**config.mk**
```make
export PLATFORM = sky130hd
export DESIGN_NAME = fifo_wptr_full
export DESIGN_NICKNAME = d
export VERILOG_FILES = /design/src/rtl/fifo_wptr_full.sv
export SDC_FILE = /design/constraint.sdc
export NUM_CORES = 1
export LEC_CHECK = 0
export CORE_ASPECT_RATIO = 0.75
export CORE_MARGIN = 2
export CORE_UTILIZATION = 35
export DETAILED_ROUTE_END_ITERATION = 6
export GPL_TIMING_DRIVEN = 1
export PLACE_DENSITY = 0.7
export SLEW_MARGIN = 20
export SYNTH_ARGS = -nofsm -noshare
export SYNTH_HDL_FRONTEND = slang
export SYNTH_SLANG_ARGS = --single-unit
export TNS_END_PERCENT = 20
```
**constraint.sdc**
```tcl
create_clock -name wclk_i -period 2.45 [get_ports wclk_i]
set_clock_uncertainty 0.05 [all_clocks]
set_input_delay 0.3675 -clock wclk_i [delete_from_list [all_inputs] [get_ports wclk_i]]
set_output_delay 0.3675 -clock wclk_i [all_outputs]
set_load 0.005 [all_outputs]
```
**src/rtl/fifo_wptr_full.sv**
```systemverilog
// Write-domain side of an async FIFO: gates producer writes, drives the memory write port,
// exports a Gray write pointer and derives full / almost-full / level from the synced read pointer.
module fifo_wptr_full #(
  parameter int ADDRSIZE     = 4,
  parameter int SYNC_STAGES  = 2,
  parameter int AFULL_MARGIN = 2
) (
  input  logic                wclk_i,
  input  logic                wrst_n_i,
  input  logic                winc_i,
  input  logic [ADDRSIZE:0]   rptr_gray_i,
  output logic                wen_o,
  output logic [ADDRSIZE-1:0] wr_addr_o,
  output logic                fifo_full_o,
  output logic                fifo_afull_o,
  output logic [ADDRSIZE:0]   wptr_gray_o,
  output logic [ADDRSIZE:0]   wr_level_o,
  output logic                overflow_o
);

  localparam int DEPTH = 1 << ADDRSIZE;
  // Level threshold form of "free slots <= AFULL_MARGIN"; level never exceeds DEPTH in use.
  localparam logic [ADDRSIZE:0] AFULL_LEVEL = (ADDRSIZE+1)'(DEPTH - AFULL_MARGIN);

  logic [ADDRSIZE:0] wbin_q,  wbin_d;
  logic [ADDRSIZE:0] wgray_q, wgray_d;
  logic [ADDRSIZE:0] level_q, level_d;
  logic              full_q,  full_d;
  logic              afull_q, afull_d;
  logic              ovf_q,   ovf_d;
  logic [ADDRSIZE:0] sync_q [SYNC_STAGES];
  logic [ADDRSIZE:0] sync_d [SYNC_STAGES];
  logic [ADDRSIZE:0] rgray_s;
  logic [ADDRSIZE:0] rbin_s;
  logic              wen;

  always_comb begin
    wen     = winc_i & ~full_q;
    wbin_d  = wbin_q + {{ADDRSIZE{1'b0}}, wen};
    wgray_d = wbin_d ^ (wbin_d >> 1);

    sync_d[0] = rptr_gray_i;
    for (int unsigned i = 1; i < SYNC_STAGES; i++) begin
      sync_d[i] = sync_q[i-1];
    end
    rgray_s = sync_q[SYNC_STAGES-1];

    rbin_s           = '0;
    rbin_s[ADDRSIZE] = rgray_s[ADDRSIZE];
    for (int unsigned i = ADDRSIZE; i > 0; i--) begin
      rbin_s[i-1] = rbin_s[i] ^ rgray_s[i-1];
    end

    // Full when next write pointer is exactly one lap ahead of the synced read pointer.
    full_d  = (wgray_d == {~rgray_s[ADDRSIZE:ADDRSIZE-1], rgray_s[ADDRSIZE-2:0]});
    level_d = wbin_d - rbin_s;
    afull_d = (level_d >= AFULL_LEVEL);
    ovf_d   = ovf_q | (winc_i & full_q);
  end

  always_ff @(posedge wclk_i or negedge wrst_n_i) begin
    if (!wrst_n_i) begin
      wbin_q  <= '0;
      wgray_q <= '0;
      level_q <= '0;
      full_q  <= 1'b0;
      afull_q <= 1'b0;
      ovf_q   <= 1'b0;
      for (int unsigned i = 0; i < SYNC_STAGES; i++) begin
        sync_q[i] <= '0;
      end
    end else begin
      wbin_q  <= wbin_d;
      wgray_q <= wgray_d;
      level_q <= level_d;
      full_q  <= full_d;
      afull_q <= afull_d;
      ovf_q   <= ovf_d;
      for (int unsigned i = 0; i < SYNC_STAGES; i++) begin
        sync_q[i] <= sync_d[i];
      end
    end
  end

  assign wen_o        = wen;
  assign wr_addr_o    = wbin_q[ADDRSIZE-1:0];
  assign fifo_full_o  = full_q;
  assign fifo_afull_o = afull_q;
  assign wptr_gray_o  = wgray_q;
  assign wr_level_o   = level_q;
  assign overflow_o   = ovf_q;

endmodule

```
# Word-level counts from Yosys, hierarchy flattened
# Cells that the tools add are included.
# totals
ff_bits,28
input_bits,8
output_inout_bits,18
elab_cells,22
# op_classes
addsub,2
magnitude_cmp,1
n_eq_ne,1
n_bitwise,10
# ops
cell,n
$add A5 B1 Y5,1
$eq A5 B5 Y1,1
$ge A5 B4 Y1 const B,1
$sub A5 B5 Y5,1
$xor A5 B4 Y5,1
$xor A1 B1 Y1,4
$and A1 B1 Y1,2
$not A2 Y2,1
$not A1 Y1,1
$or A1 B1 Y1,1

# Depth between registers and ports, before layout
# Gate-level depths: netlist of the first run.
# depth
depth_word,6
mapped_depth,10
ltp_nobuf,10

# Worst setup path after synthesis of the first run
# Ideal clock, no wire load.
# synth_timing
path_type,register to register
start,register sync_q (netlist bit rgray_s[4])
end,register afull_q (netlist: fifo_afull_o)
setup_ns,0.149
arrival_time_ns,2.272
required_time_ns,2.251
setup_slack_ns,-0.021
path_stages_with_launch,11
n_path_buf,0
period_less_slack_ns,2.471
path_cell_list,dfrtp_1 > xnor2_2 > xor2_2 > xor2_1 > xnor2_1 > ha_1 > fa_1 > nand2b_1 > a21boi_0 > or3_1 > o311ai_0
# synth_between
elab_chain_len,6
# synth_rtl
element,line,rtl
start: declaration,31,logic [ADDRSIZE:0] sync_q [SYNC_STAGES];
start signal: indexed assignment,80,sync_q[i] <= sync_d[i];
$xor A1 B1 Y1 (4 in series),51,rbin_s[i-1] = rbin_s[i] ^ rgray_s[i-1];
$sub A5 B5 Y5 (*),56,level_d = wbin_d - rbin_s;
$ge A5 B4 Y1 (*),57,afull_d = (level_d >= AFULL_LEVEL);
via afull_d,29,"logic afull_q, afull_d;"
end signal: assignment,77,afull_q <= afull_d;
end: declaration,29,
# The timed path passes the listed nets; every way through them passes the cells marked *.

# Final worst setup path of the first run
# Ends and elaborated chain as after synthesis.

==> results.toml, run 1 <==
[setup_path]
cp_max_fo = 2
slowest_delay_ns = 0.41
cp.arrival_ns = 2.49
cpMaxStageDelayCell = "dfrtp_1"
critPathCaptureType = "flop"
startpoint_type = "flop"
cp_cell_sequence = "xnor2_2 > xor2_2 > xor2_2 > buf_4 > buf_4 > inv_2 > fa_2 > nand2b_4 > a21boi_2 > or3_1 > o311ai_1"
required_ns = 2.54
crit_type = "reg2reg"

[timing]
holdWs_ns = 0.303
grt_setup_unrepaired = "true"
tns_ns = 0
relSlewSlack_pct = 76.6
fin_ws_ns = 0.0480
post-route-period-util_pct = 98.0
maxSlewViolCount = 0
max_slew.worst_pin.slew_ns = 0.351
finalHoldViolCount = 0
fmax_mhz = 416
setup-violations-final = 0
min_period_ns = 2.40

[detailed_routing]
dr.pass1.iters = 3
routed_via_density = 4.21
wl_um = 2010
wire_per_inst_um = 11.1
ant_nets = 0
vias = 762
remaining_drc_errors = 0
drtIter0Drc = 10

[floorplan]
fp.dieArea_um2 = 3960
die_h_um = 55.0
dieWidth_um = 72.0
pin_count = 26
core_area_um2 = 3310
initial_core_util_pct = 36.7
row_count = 18

[place]
dpl.hpwl_um = 1520
io_buffer_count = 25
place.gp.congestion = 0.765
place_ws_ns = -0.413

[cells_and_area]
nNetsFinal = 157
syn2layout_area_growth_pct = 50.2
final_util_pct = 55.1
nFillCells = 283
layout-drive-gt1-share_pct = 32.6
antennaDiodeCount = 0

[job]
cap_violations = 0

[power_and_ir_drop]
total_power_mw = 2.60
pwr_density_cell_nw_per_um2 = 1430
static-leakage-power_nw = 0.817
ir_worst_vdd_uv = 475

[clocking]
clk_latency_ns = 0.26
htreeDepth = 1
ctsHoldBuffers = 0
clk_pin_slew_ns = 0.08
tritoncts = "done"
cts_buffers = 3
clock_path_buffers = 2
numClockSinks = 27
cts_root_buf = "clkbuf_8"

[global_route]
grt_usage_pct = 12.2
grt_max_degree = 28
grt_pass1_vias = 767
grt_remaining_overflow = 0
grt_pass1_wl_um = 3590
grt_antenna_before_repair = 0

[synthesis]
syn_area_um2 = 1210
yosysSeqAreaShare_pct = 55.7
avgSynthCellArea_um2 = 13.5
ys_ff_latch = 27
syn_nets = 105
ys_types = 31
netlist_instances = 90
ys_warn_count = 0

[run_status]
outcome = "finished, final reports clean"

[worst_hold_path]
hold_class = "reg2reg"
## cell type report
cell class                 instances  area [um2]  area share, %
sequential                        27         676           37.1
clock buffer                       4        45.0           2.47
timing repair buffer              49         430           23.6
multi-input combinational         54         596           32.7
tap                               40        50.0           2.75
inverter                           7        26.3           1.44
## cell families after synthesis
logic type,share of synthesized area [%]
DFF,55.7
AOI/OAI and AO/OA,6.19
adders and majority gates,7.83
and+or+nand+nor,8.56
xor gates and xnor gates,18.8
buffers and inverters,2.99
## state kept, by name, summed over array words and instances (netlist names)
| name | flops |
|---|---|
| fifo_afull_o | 1 |
| fifo_full_o | 1 |
| overflow_o | 1 |
| rgray_s | 5 |
| sync_d | 5 |
| wbin_q | 5 |
| wptr_gray_o | 4 |
| wr_level_o | 5 |
## stage by stage
| stage | std cells | area (um2) |
|---|---|---|
| 2_1_floorplan | 90 | 1220 |
| 3_3_place_gp | 173 | 1660 |
| 3_5_place_dp | 173 | 1660 |
| 4_1_cts | 181 | 1780 |
| 5_1_grt | 181 | 1820 |
| 6_report | 181 | 1820 |
## path summary, 6_finish.rpt
| kind | start | endpoint | slack [ns] | cells past startpoint |
|---|---|---|---|---|
| worst min-delay path | sync_d[4] | rgray_s[4] | 0.30 | 0 |
| worst max register to register | rgray_s[4] | fifo_afull_o | 0.05 | 11 |
| max in group asynchronous | wrst_n_i | rgray_s[4] | 1.69 | 2 |
| min in group asynchronous | wrst_n_i | fifo_afull_o | 0.41 | 2 |
| worst min register to register | sync_d[4] | rgray_s[4] | 0.30 | 0 |
| worst max-delay path | rgray_s[4] | fifo_afull_o | 0.05 | 11 |
## cells in the mapped netlist
cell	n	area, um2
a211oi_2	1	12.5
a21boi_0	2	15.0
a21o_1	1	7.51
a21oi_1	1	5.00
a2bb2oi_1	1	8.76
and2b_4	1	10.0
and4b_1	1	10.0
buf_2	1	5.00
clkbuf_2	1	5.00
dfrtp_1	27	676
fa_1	1	20.0
ha_1	6	75.1
inv_1	7	26.3
nand2_1	3	11.3
nand2b_1	2	12.5
nand3_1	1	5.00
nand4_1	1	6.26
nor2_1	1	3.75
nor2b_1	3	18.8
nor3b_1	1	7.51
nor4_2	1	12.5
o211ai_1	1	7.51
o21ai_0	2	10.0
o311ai_0	1	8.76
or3_1	1	6.26
xnor2_1	13	114
xnor2_2	1	16.3
xnor3_1	1	22.5
xor2_1	4	35.0
xor2_2	1	16.3
xor3_1	1	23.8
## power breakdown
group          total [mW]  switching [mW]  internal [mW]  leakage (nW)
registers           0.745           0.132          0.613         0.317
logic                1.61           0.600           1.01         0.476
clock network       0.241           0.125          0.116        0.0228
## worst max-delay path, delay by kind of cell, from the launching register on
kind,cells,cell delay (ns)
xor+xnor,3,0.67
buf+inv,3,0.26
compound gates,2,0.23
simple gates,2,0.29
fa+ha+maj,1,0.36
flops,1,0.41
## repair_timing
item                                    in CTS  in global routing
buffers inserted                             4                  0
endpoints found under the hold margin        0                  0
pin swaps                                   10                  7
resized for setup                           12                  7
cloned                                       0                  0
endpoints found under the setup margin       2                  3
## layer usage
metal / track usage (%) / share of wire [%] / vias to the layer above
met5: 0 / 0 / -
met4: 1.89 / 0 / 0
met3: 4.53 / 5.7 / 0
met2: 21.1 / 47 / 22
met1: 15.3 / 47 / 347
li1: - / - / 393
## cell usage in the layout, fill, tap and decap left out, drive strengths merged, types with 2 or more instances in the layout
| cell | instances |
|---|---|
| inv | 7 |
| clkbuf | 4 |
| a21boi | 2 |
| nand2 | 3 |
| nor2b | 3 |
| xor2 | 5 |
| nand2b | 2 |
| xnor2 | 14 |
| buf | 24 |
| dfrtp | 27 |
| ha | 6 |
| clkdlybuf4s50 | 25 |
| o21ai | 2 |
No activity file was read; power rests on OpenSTA's default activity.
==> run 2: changes to the inputs <==
SKIP_LAST_GASP = 1   (was unset)
==> run 2 against run 1 <==
Against the previous run:
- wire length hardly changed
- clock power barely moved
- die area did not move
- critical path type unchanged
- largest power group unchanged
- highest routed layer unchanged
==> results.toml, run 2 (synthesis gave the netlist of run 1 again) <==
[cells_and_area]
nNetsFinal = 157
final_cell_mix = "27 x dfrtp_1, 25 x clkdlybuf4s50_1, 24 x buf_4"
final_common_cell = "dfrtp_1"
multiInputGateArea_um2 = 596
layout-drive-gt1-share_pct = 31.9
antennaDiodeCount = 0
syn2layout_area_growth_pct = 50.2
nFillCells = 283
seq_area_um2 = 676
instances_no_fill = 181

[clocking]
clock_path_buffers = 2
cts_buffers = 3
htreeDepth = 1
cts_root_buf = "clkbuf_8"
clk_latency_ns = 0.26
ctsHoldBuffers = 0
numClockSinks = 27
tritoncts = "done"
clk_pin_slew_ns = 0.08

[place]
dpl.hpwl_um = 1520
place.gp.congestion = 0.765
dp_cells = 173
io_buffer_count = 25

[detailed_routing]
dr.pass1.iters = 3
vias = 762
remaining_drc_errors = 0
ant_nets = 0
wl_um = 2010
wire_per_inst_um = 11.1
drtIter0Drc = 10
routed_via_density = 4.21

[floorplan]
initial_core_util_pct = 36.7
die_h_um = 55.0
core_area_um2 = 3310
dieWidth_um = 72.0
pin_count = 26
row_count = 18
fp.dieArea_um2 = 3960

[timing]
tns_ns = 0
fmax_mhz = 414
min_period_ns = 2.42
post-route-period-util_pct = 98.6
grt_setup_unrepaired = "true"
holdWs_ns = 0.303
max_slew.worst_pin.slew_ns = 0.352
maxSlewViolCount = 0
relSlewSlack_pct = 76.6
setup-violations-final = 0
finalHoldViolCount = 0

[setup_path]
cp.arrival_ns = 2.50
startpoint_type = "flop"
rrSetupSlack_ns = 0.03
critPathCaptureType = "flop"
r2r_cells = 11
required_ns = 2.54
crit_type = "reg2reg"
rr_endpoint = "fifo_afull_o"
rr_startpoint = "rgray_s[4]"
cp_max_fo = 2

[worst_hold_path]
min_to = "rgray_s[4]"
holdPathStages = 0
min-delay-start = "sync_d[4]"
hold_class = "reg2reg"

[power_and_ir_drop]
ir_worst_vdd_uv = 475
static-leakage-power_nw = 0.818
pwr_density_cell_nw_per_um2 = 1420

[global_route]
grt_remaining_overflow = 0
grt_antenna_before_repair = 0
grt_pass1_vias = 767
grt_max_degree = 28
grt_pass1_wl_um = 3590
grt_usage_pct = 12.2

[run_status]
outcome = "finished, final reports clean"

[job]
cap_violations = 0
[run 2: cell counts in the layout (fill, tap and decap cells not counted)]
No cell type changed its count.
[run 2: layout make-up]
type,instances,area share (%)
sequential,27,37.1
multi-input combinational,54,32.7
timing repair buffer,49,23.6
tap,40,2.75
clock buffer,4,2.47
inverter,7,1.44
[run 2: critical path, cell delays in order, from the launching register on]
cell      delay, ns
dfrtp_1        0.41
xnor2_2        0.24
xor2_2         0.23
xor2_2         0.20
buf_4          0.13
buf_4          0.09
inv_1          0.05
fa_2           0.37
nand2b_4       0.15
a21boi_2       0.14
or3_1          0.14
o311ai_1       0.09
[run 2: metal layers]
| metal | track usage, % | part of all wire [%] | vias to the layer above |
|---|---|---|---|
| met3 | 4.53 | 5.7 | 0 |
| met4 | 1.89 | 0 | 0 |
| met5 | 0 | 0 | - |
| li1 | - | - | 393 |
| met1 | 15.3 | 47 | 347 |
| met2 | 21.1 | 47 | 22 |
[run 2: power breakdown]
part,leakage (nW),switching (mW),internal (mW)
clock network,0.0228,0.125,0.116
logic,0.477,0.598,1.01
registers,0.317,0.132,0.613
[run 2: worst max-delay path by stage]
stage	from	end	slack [ns]
floorplan	rgray_s[4]	fifo_afull_o	0.02
global route	rgray_s[4]	fifo_afull_o	-0.1
global placement	winc_i	fifo_afull_o	-0.33
finish	rgray_s[4]	fifo_afull_o	0.03
detailed placement	winc_i	fifo_afull_o	-0.41
CTS	rgray_s[3]	fifo_afull_o	-0.06
[run 2: stage by stage]
step                      cell area (um2)  worst slack (ns)  util, %  power (mW)
after floorplan                      1220            0.0160        -        1.50
after global placement               1660            -0.330     50.2        2.15
after detailed placement             1660            -0.413     50.2        2.19
after global routing                 1820           -0.0951     55.1        2.83
after CTS                            1780           -0.0617     53.9        2.57
final                                1820            0.0347     55.1        2.59
[run 2: repair_timing]
item	in CTS	in global routing
setup buffers	4	0
setup endpoints to repair	2	3
gates resized for setup	12	5
pin swaps	10	7
==> RTL change 1 (flow settings as in run 2) <==
`ADDRSIZE`: 4 -> 3.
--- a/src/rtl/fifo_wptr_full.sv
+++ b/src/rtl/fifo_wptr_full.sv
@@ -2,5 +2,5 @@
 // exports a Gray write pointer and derives full / almost-full / level from the synced read pointer.
 module fifo_wptr_full #(
-  parameter int ADDRSIZE     = 4,
+  parameter int ADDRSIZE     = 3,
   parameter int SYNC_STAGES  = 2,
   parameter int AFULL_MARGIN = 2
Ports: changed (resized rptr_gray_i, wptr_gray_o, wr_addr_o and wr_level_o); port bits go from 26 to 22. No check against the original RTL was run, so the function may have changed too.
==> RTL change 1 against run 2 <==
  * Sequential cell count is 5 lower
  * Setup slack better by 0.12 ns
  * Critical endpoint unchanged
  * Die area shrank 26%
  * Power shrank 34%
  * Sequential power down 24%
  * Register-to-register slack better by 0.19 ns
  * Routed wire length decreased by 31%
  * Area after synthesis shrank 28%
  * Synthesized cell count shrank 34%
  * Non-clock buffer count down 20
  * Cell area shrank 32%
==> RTL change 1: results (changes against run 2) <==
- The run finished with clean final reports.
- Start of the worst register-to-register path: rgray_s[3]
* Register-to-Register Setup Slack: 0.22 ns (+0.19 ns)
- The post-CTS repair timing setup buffer count came to 0 (-4).
- Iteration count of the initial detailed-routing pass: 4 (+1)
- Power of the combinational group: 0.982 mW (-39%)
* GPL Wtd Cong: 0.803 (+5.0%)
- Resize count post-CTS: 0 (-12)
* Gate family responsible for the most delay along the worst path: adder cells
* Clock Pin Slew Worst Setup and Hold Paths: 0.11 ns (+0.03 ns)
- Syn nets: 72 (-31%)
- The number of vias per cell after detailed routing was 4.22 (+0.14%).
- XOR/XNOR share of the synthesized area: 16.5% (-2.3 points)
* Synth Area in Adders: 9.44% (+1.6 points)
* Top area cells in the synthesized netlist: dfrtp_1 63%, ha_1 7.2%, xnor2_1 5.0%
- Placement row count: 15 (-3)
- In this run the clock root is driven by a clkbuf_4.
* Number of placed instances, taps included: 122 (-29%)
- Maximum VDD drop: 453 uV (-4.6%)
* Top cell types by occurrence after synthesis: 22 x dfrtp_1, 6 x inv_1, 5 x ha_1, 5 x xnor2_1, 5 x xor2_1
- The net switching power figure is 0.567 mW (-34%).
- The clock insertion delay at the later pin of the skew report came to 0.30 ns (+0.04 ns).
- The count of placed standard cells in the final layout, fillers left out was 125 (-31%).
* Cell leakage power: 0.564 nW (-31%)
- The biggest fanout along the worst timing path is 3 (+1).
- The register area share after synthesis is 62.9% (+7.3 points).
* # port buffers: 21 (-16%)
* All-layer global routing usage: 11.2% (-1.1 points)
## RTL change 1: cell count changes after synthesis, moves of 2 or more
cell             run 2  this run
xnor2_1             13         5
dfrtp_1             27        22
a21boi_0             2         0
nand2_1              3         1
nand2b_1             2         0
nor2b_1              3         1
## RTL change 1: per-stage QoR
step	setup WS (ns)	hold WS (ns)	TNS [ns]	power [mW]
final	0.153	0.310	0	1.71
after global routing	0.0448	0.321	0	1.85
after CTS	0.0922	0.311	0	1.70
after detailed placement	-0.241	0.285	-0.413	1.54
after global placement	-0.183	0.281	-0.295	1.51
after floorplan	0.169	0.0219	0	1.07
## RTL change 1: final cells by class
type,count,area (um2)
timing repair buffer,29,270
clock buffer,3,22.5
inverter,6,22.5
multi-input combinational,31,324
sequential,22,551
fill,223,1090
tap,34,42.5
## RTL change 1: routing by layer
layer  up-vias  wire length, um  track usage, %
li1        255                -               -
met1       254              630            14.1
met2        16              664            17.5
met3         2               82            4.96
met4         0                6            3.83
met5         -                0               0
==> RTL change 2 (config.mk and constraints of run 2) <==
Made on the original files. Make the reset (`wrst_n_i`) synchronous in one clocked block. Comments in the files are not updated.
--- a/src/rtl/fifo_wptr_full.sv
+++ b/src/rtl/fifo_wptr_full.sv
@@ -59,5 +59,5 @@
   end
 
-  always_ff @(posedge wclk_i or negedge wrst_n_i) begin
+  always_ff @(posedge wclk_i) begin
     if (!wrst_n_i) begin
       wbin_q  <= '0;
Function: differs if wrst_n_i is asserted again (counterexample within 4 cycles, from zero or initial values and one cycle with wrst_n_i low); with wrst_n_i held inactive, the same outputs for 10 cycles.
==> RTL change 2 against run 2 <==
  * Cell area grew 4.1%
  * Maximum frequency shrank 3.2%
  * The run now ends with negative setup slack left
  * Routed wire length grew 26%
  * Die area increased by 3.6%
  * Global-route usage rose by 0.94 points
  * Sequential cell count did not move
  * Via count grew 22%
  * Area after synthesis increased by 3.8%
  * Setup slack got worse by 0.079 ns
Power is not compared: it rests on default switching activity, and its combinational part moved more than twofold at a synthesized area within 25%.
==> RTL change 2: results (changes against run 2) <==
- Proportion of layout cells with a drive suffix above 1: 33.5% (+1.6 points)
- The run finished, with violations left.
- The routed length on met3 is 136 um (+19%).
* Sequential area share after synthesis: 42.9% (-13 points)
- Number of setup violations in the final report: 2 (+2)
- The wire length on met1 is 1090 um (+16%).
- The maximum cell stage delay along the critical path was 0.34 ns (-0.07 ns).
- Setup Total Neg Slack: -0.0727 ns (-0.0727 ns)
- Synthesized-area fraction occupied by ao, oa, aoi and oai cells: 3.97% (-2.2 points)
* Global-route track usage on met2: 22.8% (+1.6 points)
- Post-route worst setup slack: -0.0439 ns (-0.0786 ns)
* Detailed-routed wire length on met2: 1290 um (+35%)
- DP Area: 1670 um2 (+0.68%)
* HPWL after detailed placement: 1740 um (+15%)
- The first-iteration detailed-routing DRC count came to 19 (+9).
* Number of nets in the final layout: 183 (+17%)
- XOR/XNOR share of the synthesized area: 17.4% (-1.4 points)
* Syn nets: 135 (+29%)
- GPL Wtd Cong: 0.827 (+8.1%)
* Worst-margin pin slew: 0.468 ns (+0.117 ns)
* All-layer global routing usage: 13.2% (+0.94 points)
- The checks that failed: negative setup slack.
- The clock insertion delay at the later pin of the skew report came to 0.28 ns (+0.02 ns).
- The largest individual stage delay along the critical path comes from the cell dfxtp_2.
* Top layer in use: met4
* Top area cells in the synthesized netlist: dfxtp_1 43%, and2_1 8.4%, xnor2_1 8.3%
- Maximum number of pins on one net before global-route repair: 18 (-36%)
- Routed vias/inst: 4.51 (+7.1%)
* Global routing met3 resource utilization: 4.89% (+0.36 points)
- The register clock-pin slew on the reported worst setup and hold paths is 0.10 ns (+0.02 ns).
==> RTL change 2: cell count changes after synthesis, moves of 4 or more <==
cell,before,now
xor2_1,4,8
and2_1,0,17
nor2b_1,3,8
dfrtp_1,27,0
dfxtp_1,0,27
a21oi_1,1,5
==> RTL change 2: final cells by class <==
cell class	instances	area (um2)
fill	295	1460
multi-input combinational	80	802
sequential	27	543
timing repair buffer	48	423
tap	40	50.0
clock buffer	3	41.3
inverter	8	30.0
clock inverter	1	8.76
==> RTL change 2: per-stage QoR <==
step           instances  power (mW)
5_1_grt              207        1.19
2_1_floorplan        120       0.654
4_1_cts              204        1.09
3_3_place_gp         198       0.779
3_5_place_dp         198       0.786
6_report             207        1.13
==> RTL change 2: timing repair <==
action                                 4_1_cts  5_1_grt
hold buffers                                 0        0
gates resized for setup                     15       11
pin swaps                                    5       10
endpoints found under the hold margin        0        0
buffers inserted                             2        3
setup endpoints to repair                    3        3
==> RTL change 2: worst reg2reg max path: cells and delay by family, from the launching register on <==
| kind | cells | cell delay (ns) |
|---|---|---|
| xor+xnor | 5 | 0.93 |
| fa+ha+maj | 2 | 0.55 |
| flops | 1 | 0.34 |
| compound gates | 2 | 0.30 |
| simple gates | 2 | 0.21 |
==> RTL change 2: kinds of logic after synthesis <==
kind of cell | Yosys count
AND/OR/NAND/NOR | 42
adder cells (fa/ha/maj) | 7
XOR/XNOR | 22
buffers and inverters | 13
flip-flops | 27
AO/OA/AOI/OAI | 9
==> RTL change 2: path summary, 6_finish.rpt <==
check	slack [ns]	end	cells after the start	start
worst max register to register	-0.04	fifo_afull_o	11	sync_q[0][9]
worst min register to register	0.39	sync_q[0][6]	1	sync_q[0][1]
worst max-delay path	-0.04	fifo_afull_o	11	sync_q[0][9]
worst min-delay path	0.39	sync_q[0][6]	1	sync_q[0][1]
